$ cat src/rtl/complex_fir_pkg.sv
// Shared definitions for the complex FIR coefficient path: FSM encoding,
// default sizing and the complex coefficient type.
package complex_fir_pkg;

  localparam int DEF_LENGTH      = 20;
  localparam int DEF_DATA_WIDTH  = 18;
  localparam int DEF_COUNT_WIDTH = 10;

  typedef enum logic [1:0] {
    ST_IDLE = 2'd0,
    ST_LOAD = 2'd1,
    ST_DONE = 2'd2
  } load_state_e;

  typedef struct packed {
    logic signed [DEF_DATA_WIDTH-1:0] re;
    logic signed [DEF_DATA_WIDTH-1:0] im;
  } coeff_t;

endpackage

$ cat src/rtl/complex_coeff_bank.sv
// LENGTH-deep complex tap register bank: one write port, one registered read
// port that returns zero for out-of-range indices, synchronous clear.
module complex_coeff_bank #(
  parameter int LENGTH      = 20,
  parameter int DATA_WIDTH  = 18,
  parameter int COUNT_WIDTH = 10
) (
  input  logic                    clock,
  input  logic                    reset,
  input  logic                    we,
  input  logic [COUNT_WIDTH-1:0]  waddr,
  input  logic [2*DATA_WIDTH-1:0] wdata,
  input  logic [COUNT_WIDTH-1:0]  raddr,
  output logic [2*DATA_WIDTH-1:0] rdata
);

  logic [2*DATA_WIDTH-1:0] mem_q [LENGTH];
  logic [2*DATA_WIDTH-1:0] mem_d [LENGTH];
  logic [2*DATA_WIDTH-1:0] rdata_q, rdata_d;

  // Compare-per-entry decode keeps index widths independent of LENGTH and
  // makes any address >= LENGTH a natural no-op / zero read.
  always_comb begin
    mem_d   = mem_q;
    rdata_d = '0;
    for (int i = 0; i < LENGTH; i++) begin
      if (we && waddr == COUNT_WIDTH'(i)) mem_d[i] = wdata;
      if (raddr == COUNT_WIDTH'(i)) rdata_d = mem_q[i];
    end
  end

  always_ff @(posedge clock) begin
    if (!reset) begin
      for (int i = 0; i < LENGTH; i++) mem_q[i] <= '0;
      rdata_q <= '0;
    end else begin
      mem_q   <= mem_d;
      rdata_q <= rdata_d;
    end
  end

  assign rdata = rdata_q;

endmodule

$ cat src/rtl/complex_fir_coeff_loader.sv
// Captures a serial stream of complex coefficients into the tap bank and
// reports load progress, completion and overrun for the FIR datapath.
//
// state   | meaning
// IDLE    | no load in progress, bank contents not a complete set
// LOAD    | accepting one coefficient per valid cycle
// DONE    | bank holds LENGTH coefficients; further valids are overruns
module complex_fir_coeff_loader
  import complex_fir_pkg::*;
#(
  parameter int LENGTH      = DEF_LENGTH,
  parameter int DATA_WIDTH  = DEF_DATA_WIDTH,
  parameter int COUNT_WIDTH = DEF_COUNT_WIDTH
) (
  input  logic                          clock,
  input  logic                          reset,
  input  logic                          loadStart,
  input  logic                          coeffInValid,
  input  logic signed [DATA_WIDTH-1:0]  coeffInRe,
  input  logic signed [DATA_WIDTH-1:0]  coeffInIm,
  input  logic        [COUNT_WIDTH-1:0] tapIndex,
  output logic signed [DATA_WIDTH-1:0]  tapRe,
  output logic signed [DATA_WIDTH-1:0]  tapIm,
  output logic                          coeffsLoaded,
  output logic                          loading,
  output logic        [COUNT_WIDTH-1:0] loadCount,
  output logic                          loadError
);

  localparam logic [COUNT_WIDTH-1:0] LAST_IDX = COUNT_WIDTH'(LENGTH - 1);
  localparam logic [COUNT_WIDTH-1:0] FULL_CNT = COUNT_WIDTH'(LENGTH);

  load_state_e            state_q, state_d;
  logic [COUNT_WIDTH-1:0] windex_q, windex_d;
  logic [COUNT_WIDTH-1:0] count_q, count_d;
  logic                   error_q, error_d;
  logic                   bank_we;
  logic [2*DATA_WIDTH-1:0] bank_rdata;

  always_ff @(posedge clock) begin
    if (!reset) begin
      state_q  <= ST_IDLE;
      windex_q <= '0;
      count_q  <= '0;
      error_q  <= 1'b0;
    end else begin
      state_q  <= state_d;
      windex_q <= windex_d;
      count_q  <= count_d;
      error_q  <= error_d;
    end
  end

  always_comb begin
    state_d  = state_q;
    windex_d = windex_q;
    count_d  = count_q;
    error_d  = error_q;
    case (state_q)
      ST_IDLE: begin
        if (loadStart) begin
          state_d  = ST_LOAD;
          windex_d = '0;
          count_d  = '0;
          error_d  = 1'b0;
        end
      end
      ST_LOAD: begin
        // A restart wins over a coincident valid; that sample is dropped.
        if (loadStart) begin
          windex_d = '0;
          count_d  = '0;
          error_d  = 1'b0;
        end else if (coeffInValid) begin
          if (windex_q == LAST_IDX) begin
            state_d  = ST_DONE;
            windex_d = '0;
            count_d  = FULL_CNT;
          end else begin
            windex_d = windex_q + COUNT_WIDTH'(1);
            count_d  = count_q + COUNT_WIDTH'(1);
          end
        end
      end
      ST_DONE: begin
        if (loadStart) begin
          state_d  = ST_LOAD;
          windex_d = '0;
          count_d  = '0;
          error_d  = 1'b0;
        end else if (coeffInValid) begin
          error_d = 1'b1;
        end
      end
      default: state_d = ST_IDLE;
    endcase
  end

  always_comb begin
    loading      = 1'b0;
    coeffsLoaded = 1'b0;
    bank_we      = 1'b0;
    case (state_q)
      ST_LOAD: begin
        loading = 1'b1;
        bank_we = coeffInValid && !loadStart;
      end
      ST_DONE: coeffsLoaded = 1'b1;
      default: ;
    endcase
  end

  assign loadCount = count_q;
  assign loadError = error_q;

  complex_coeff_bank #(
    .LENGTH      (LENGTH),
    .DATA_WIDTH  (DATA_WIDTH),
    .COUNT_WIDTH (COUNT_WIDTH)
  ) u_bank (
    .clock (clock),
    .reset (reset),
    .we    (bank_we),
    .waddr (windex_q),
    .wdata ({coeffInRe, coeffInIm}),
    .raddr (tapIndex),
    .rdata (bank_rdata)
  );

  assign tapRe = bank_rdata[2*DATA_WIDTH-1:DATA_WIDTH];
  assign tapIm = bank_rdata[DATA_WIDTH-1:0];

endmodule

$ cat config.mk
export PLATFORM = sky130hd
export DESIGN_NAME = complex_fir_coeff_loader
export DESIGN_NICKNAME = d
export VERILOG_FILES = /design/src/rtl/complex_fir_pkg.sv /design/src/rtl/complex_coeff_bank.sv /design/src/rtl/complex_fir_coeff_loader.sv
export SDC_FILE = /design/constraint.sdc
export NUM_CORES = 2
export LEC_CHECK = 0
export CAP_MARGIN = 20
export CORE_UTILIZATION = 60
export CTS_CLUSTER_SIZE = 12
export DETAILED_ROUTE_END_ITERATION = 16
export MAX_ROUTING_LAYER = met4
export PLACE_DENSITY = 0.78
export SLEW_MARGIN = 0
export SYNTH_ARGS = -nofsm -noshare
export SYNTH_HDL_FRONTEND = slang
export SYNTH_SLANG_ARGS = --single-unit
$ cat constraint.sdc
create_clock -name clock -period 7.3 [get_ports clock]
set_clock_uncertainty 0.05 [all_clocks]
set_input_delay 1.46 -clock clock [delete_from_list [all_inputs] [get_ports clock]]
set_output_delay 1.46 -clock clock [all_outputs]
set_load 0.03 [all_outputs]
== After elaboration in Yosys (flattened, before gate mapping) ==
Index checks and enable logic that the tools add are counted.

* Muxes and demuxes: 41
* Reduce and logical (&&, ||, !) cells: 32
* Add/sub/neg operators: 2
* Equality and inequality tests: 47

{| class="wikitable"
|+ Operators with widths
! cell !! count
|-
| $mux W36 || 20
|-
| $eq A10 B4 Y1 const B || 16
|-
| $eq A10 B3 Y1 const B || 8
|-
| $eq A10 B5 Y1 const B || 8
|-
| $mux W10 || 7
|-
| $eq A10 B2 Y1 const B || 4
|-
| $pmux W10 S2 || 2
|-
| $logic_and A1 B1 Y1 || 21
|-
| $add A10 B1 Y10 const B || 2
|-
| $eq A10 B1 Y1 const B || 2
|-
| $logic_not A10 Y1 || 2
|-
| $mux W2 || 4
|-
| $mux W1 || 6
|-
| $ne A2 B2 Y1 const B || 3
|-
| $ne A3 B3 Y1 const B || 2
|-
| $reduce_and A3 Y1 || 2
|-
| $ne A2 B1 Y1 const B || 2
|-
| $pmux W2 S2 || 1
|-
| $reduce_and A4 Y1 || 1
|-
| $reduce_bool A2 Y1 || 2
|-
| $reduce_or A2 Y1 || 2
|-
| $eq A2 B1 Y1 const B || 1
|-
| $eq A2 B2 Y1 const B || 1
|-
| $logic_not A2 Y1 || 1
|-
| 2 further kinds || 2
|}

* Output and inout port bits: 49
* Register bits after elaboration: 779
* Logic and storage cells: 147
* Input port bits: 50

== Logic depth before layout (Yosys ltp) ==
* Depth after elaboration: 21
* Depth in mapped cells: 11
* Gate-level depth less buffers: 7

== Hierarchy ==
A second synthesis with hierarchy kept.

* Cell total of the unflattened synthesis: 4504
* Area, all modules: 34279.1 um^2

{| class="wikitable"
|+ By module, submodules not included
! module !! instances !! seq. area each (um^2) !! cells each !! area each (um^2)
|-
| complex_coeff_bank || 1 || 15134.5 || 4374 || 33113.0
|-
| complex_fir_coeff_loader || 1 || 460.4 || 130 || 1166.1
|}

== Least setup slack after synthesis ==
Ideal clock, no wire load.

* Kind: input to register
* From: input port tapIndex[7]
* To: register u_bank.rdata_q[7], in the netlist u_bank.rdata[7]
* Slack: 3854 ps
* Required time: 7192 ps
* Cell stages on the path: 9
* Buffers on the path: 2
* Library setup time: 58 ps
* Arrival: 3338 ps
* Cells stage by stage: or4_4 -> buf_6 -> nor4_4 -> buf_6 -> o211ai_1 -> a211oi_1 -> o21ai_1 -> a221oi_2 -> o21a_1

* Longest elaborated chain between the ends: 21
* Elaborated cells between the ends (all ways): 40
* Those cells by class: eq/ne: 19; mux: 20; reduce/logical: 1

{| class="wikitable"
|+ Ends and longest elaborated chain
! what !! line !! text
|-
| from (decl) || complex_fir_coeff_loader.sv:21 || <nowiki>input logic [COUNT_WIDTH-1:0] tapIndex,</nowiki>
|-
| $logic_not A10 Y1 || complex_coeff_bank.sv:28 || <nowiki>if (raddr == COUNT_WIDTH'(i)) rdata_d = mem_q[i];</nowiki>
|-
| $mux W36 (19 in series) || complex_coeff_bank.sv:28 ||
|-
| $mux W36 (*) || complex_coeff_bank.sv:28 ||
|-
| to (signal assigned) || complex_coeff_bank.sv:38 || <nowiki>rdata_q <= rdata_d;</nowiki>
|-
| to (decl) || complex_coeff_bank.sv:19 || <nowiki>logic [2*DATA_WIDTH-1:0] rdata_q, rdata_d;</nowiki>
|}

Every way passes the cells marked *; elsewhere a longest branch is shown, timed or not.
A chain may end at the register's enable or synchronous reset.

== Worst setup path after layout ==
* From: input port tapIndex[9]
* To: register u_bank.rdata_q[4], in the netlist u_bank.rdata[4]

The elaborated chain is that of the path after synthesis.

==> results <==
- Max-cap violations in this run came to 0.
- At the worst endpoint, the required time is 7800 ps.
- The count of yosys warnings during synthesis is 0.
- Data arrives at the worst endpoint at 5480 ps.
- The placed instances occupy a cell area of 35100 um2.
- The wire length of the first global-routing pass is 199000 um.
- For this run, the register share of the synthesized area comes to 0.452.
- The buffers inserted during post-CTS setup optimization is 0.
- The power per standard cell area is 236 nW/um2.
- Measured along the x axis, the die boundary spans 242 um.
- Of the cells placed in the final design, the portion with a size suffix greater than 1 is 0.0670.
- The worst path in the final design needs a cycle of 4980 ps, including I/O delays and setup.
- The largest net degree at the start of global routing is 233.
- Summed over all failing endpoints, the final setup total negative slack is 0 ps.
- The detailed-route wire length per cell is 25.5 um.
- The leakage power summed over all cells is 12.1 nW.
- The die area is 58500 um2.
- The kind of start point of the critical path is an input port.
- STA classifies the critical path endpoint as a flip-flop.
- The count of unique library cells instantiated by Yosys is 82.
- The run finished with clean final reports.
- After global routing the overflow that remains totals 0.
- The cell area after synthesis is 34500 um2.
- The TritonCTS clock tree is done.
- The post-synthesis cell count is 4636.
- The final layout contains routed wiring with a total length of 135000 um.
- The count of final hold-check violations was 0.
- By startpoint and endpoint, the worst setup path is classified as in -> reg.
- The share of synthesized registers carrying an async set or reset is 0.
- Fill cells in the final layout number 4911.
- After synthesis, the mean cell area works out to 7.44 um2.
- The total of endpoints with negative setup slack in the final report is 0.
- The die is 242 um tall.
- The maximum clock insertion buffer count is 3.
- The min-delay analysis places its worst path in the category reg -> reg.
- In this run the tool buffered the top-level ports with 98 buffer cells.
- The synthesized design contains 779 register bits.
- Row generation in the floorplan step produced 87 rows.
- The pre-antenna-repair detailed-routing pass consisted of 9 iterations.
- In this run, CTS created clock tree buffers numbering 82.
- The slew of the pin with the lowest slew margin is 1270 ps.
- After clock tree synthesis, the clock-pin slew on the worst setup and hold paths is 60 ps.
- The clock insertion delay at the later pin of the skew report is 650 ps.
- The standard cell core area is 56600 um2.
- The most used flip-flop cell after synthesis is sky130_fd_sc_hd__dfxtp_1.
- The number of hold buffers added after cts is 0.
- The area growth from synthesis to layout is 9.72%.
- The worst relative slew slack is 0.150.
- The congestion estimate from routability-driven global placement came to 0.988.
- The number of antenna violations at the first check in global routing is 9.
- The number of design rule violations left after detail routing is 0.
- The most common library cell in the layout ignoring fill and taps is sky130_fd_sc_hd__nand2_1.
- The maximum vdd ir drop is 0.179 mV.
- Using the TritonRoute via totals, the vias-per-cell ratio works out to 6.67.
- During I/O placement, the number of pins put on the boundary was 99.
- Counting flops with a built-in enable in the synthesized netlist gives 0.
- The number of gates resized after cts is 0.
- The sink count of the clock tree is 779.
- Detailed placement finished with a half-perimeter wire length of 79700 um.
- The share of the cycle needed by the critical path after routing is 0.682.
- The via count of the first global-routing pass is 31576.
- Timing would allow up to 0.201 GHz.
- The finished layout cell area is 37900 um2.
- The detailed router placed 35289 vias in this run.
- In this run the number of H-tree levels came out at 3.
- The buffer type at the clock tree root is sky130_fd_sc_hd__clkbuf_16.
- In the layout the commonest cells are 1579 x sky130_fd_sc_hd__nand2_1, 844 x sky130_fd_sc_hd__a21oi_1, 779 x sky130_fd_sc_hd__dfxtp_1, 164 x sky130_fd_sc_hd__o21ai_0, 163 x sky130_fd_sc_hd__nor2_1.
- The count of final max-slew check failures was 0.
- Setup repair after global routing left no endpoint under its margin.
- In this run the worst path has a maximum fanout of 14.
- For this run, the total global-route usage over all layers was measured as 0.455.
- The initial detailed-routing violation count is 6551.
- Counting every net in the synthesized netlist gives 4691.
- For this configuration, the core starts out at a cell density of 0.610.
- Once detail routing completed, the nets flagged for antenna violations numbered 0.
- The post-layout net count is 4518.
[final timing paths]
kind,from,end,slack [ps],depth (start not counted)
max reg2reg,windex_q[8]$_SDFFE_PN0P_,u_bank.mem_q[79]$_SDFFE_PN0P_,3760,7
min reg2reg,u_bank.mem_q[297]$_SDFFE_PN0P_,u_bank.mem_q[297]$_SDFFE_PN0P_,400,2
min,u_bank.mem_q[297]$_SDFFE_PN0P_,u_bank.mem_q[297]$_SDFFE_PN0P_,400,2
max,tapIndex[9],u_bank.rdata[4]$_SDFF_PN0_,2320,8
[kinds of logic (layout without fill, tap and decap cells)]
| kind of cell | after synthesis | after routing | share of synthesized area |
|---|---|---|---|
| muxes | 59 | 59 | 0.0201 |
| buffers and inverters | 444 | 330 | 0.0602 |
| DFF | 779 | 779 | 0.452 |
| other | 0 | 10 | 0 |
| adders and majority gates | 5 | 5 | 0.00181 |
| AOI/OAI and AO/OA | 1373 | 1373 | 0.229 |
| xor gates and xnor gates | 15 | 15 | 0.00381 |
| and+or+nand+nor | 1961 | 1961 | 0.233 |
[per-layer routing]
metal / track usage / up-vias / routed length [um]
li1: - / 15330 / -
met1: 0.585 / 16271 / 48800
met2: 0.623 / 2995 / 55000
met3: 0.132 / 693 / 21600
met4: 0.289 / 0 / 9180
met5: - / - / 0
[cell type report]
class,instances,area (um2),share of cell area
Multi-Input combinational cell,3413,16900,0.446
Clock buffer,130,2520,0.0667
Timing Repair Buffer,175,1660,0.0439
Inverter,12,52.6,0.00139
Sequential cell,779,15600,0.412
Tap cell,756,946,0.0250
Antenna cell,10,25.0,0.000661
Clock inverter,13,153,0.00403
[cells in the mapped netlist, drive strengths merged (22+ instances only)]
library cell | number | area share
nand2 | 1599 | 0.18
a221oi | 23 | 0.0062
o211ai | 24 | 0.0052
dfxtp | 779 | 0.45
clkbuf | 284 | 0.031
mux2i | 31 | 0.0090
a21oi | 846 | 0.12
a211oi | 27 | 0.0059
nor2b | 33 | 0.0060
mux2 | 22 | 0.0072
o21ai | 169 | 0.025
nand3 | 30 | 0.0044
a22oi | 60 | 0.013
o22ai | 64 | 0.012
nor2 | 180 | 0.021
buf | 148 | 0.028
nor3 | 39 | 0.0080
[report_power, final]
group	switching, mW	total, mW	internal [mW]	leakage, nW
logic	0.367	0.466	0.0997	4.52
registers	0.00643	4.27	4.26	6.27
clock network	1.77	4.21	2.44	1.32
total	2.15	8.95	6.80	12.1
[critical path, stage by stage]
cell and delay [ps]:
sky130_fd_sc_hd__clkdlybuf4s50_1 760, sky130_fd_sc_hd__or4_1 1110, sky130_fd_sc_hd__nor3_2 990, sky130_fd_sc_hd__a22oi_1 230, sky130_fd_sc_hd__a21oi_1 170, sky130_fd_sc_hd__a2111oi_0 80, sky130_fd_sc_hd__or4b_1 500, sky130_fd_sc_hd__a21oi_1 170
[sequential cells by signal (all words and copies together) (netlist names)]
name	count
u_bank.mem_q	720
loadCount	10
state_q	2
u_bank.rdata	36
loadError	1
windex_q	10
[stage by stage]
stage | hold slack [ps] | std cells | power, mW | worst slack (ps) | utilization
finish | 401 | 5288 | 8.95 | 2320 | 0.669
global route | 413 | 5287 | 9.10 | 2320 | 0.669
CTS | 400 | 5274 | 8.89 | 2560 | 0.667
detailed placement | 392 | 5131 | 4.79 | 1900 | 0.620
global placement | 387 | 5131 | 4.79 | 2000 | 0.620
floorplan | 382 | 4636 | 4.61 | 3850 | -
Power figures use the tool's default switching activity.
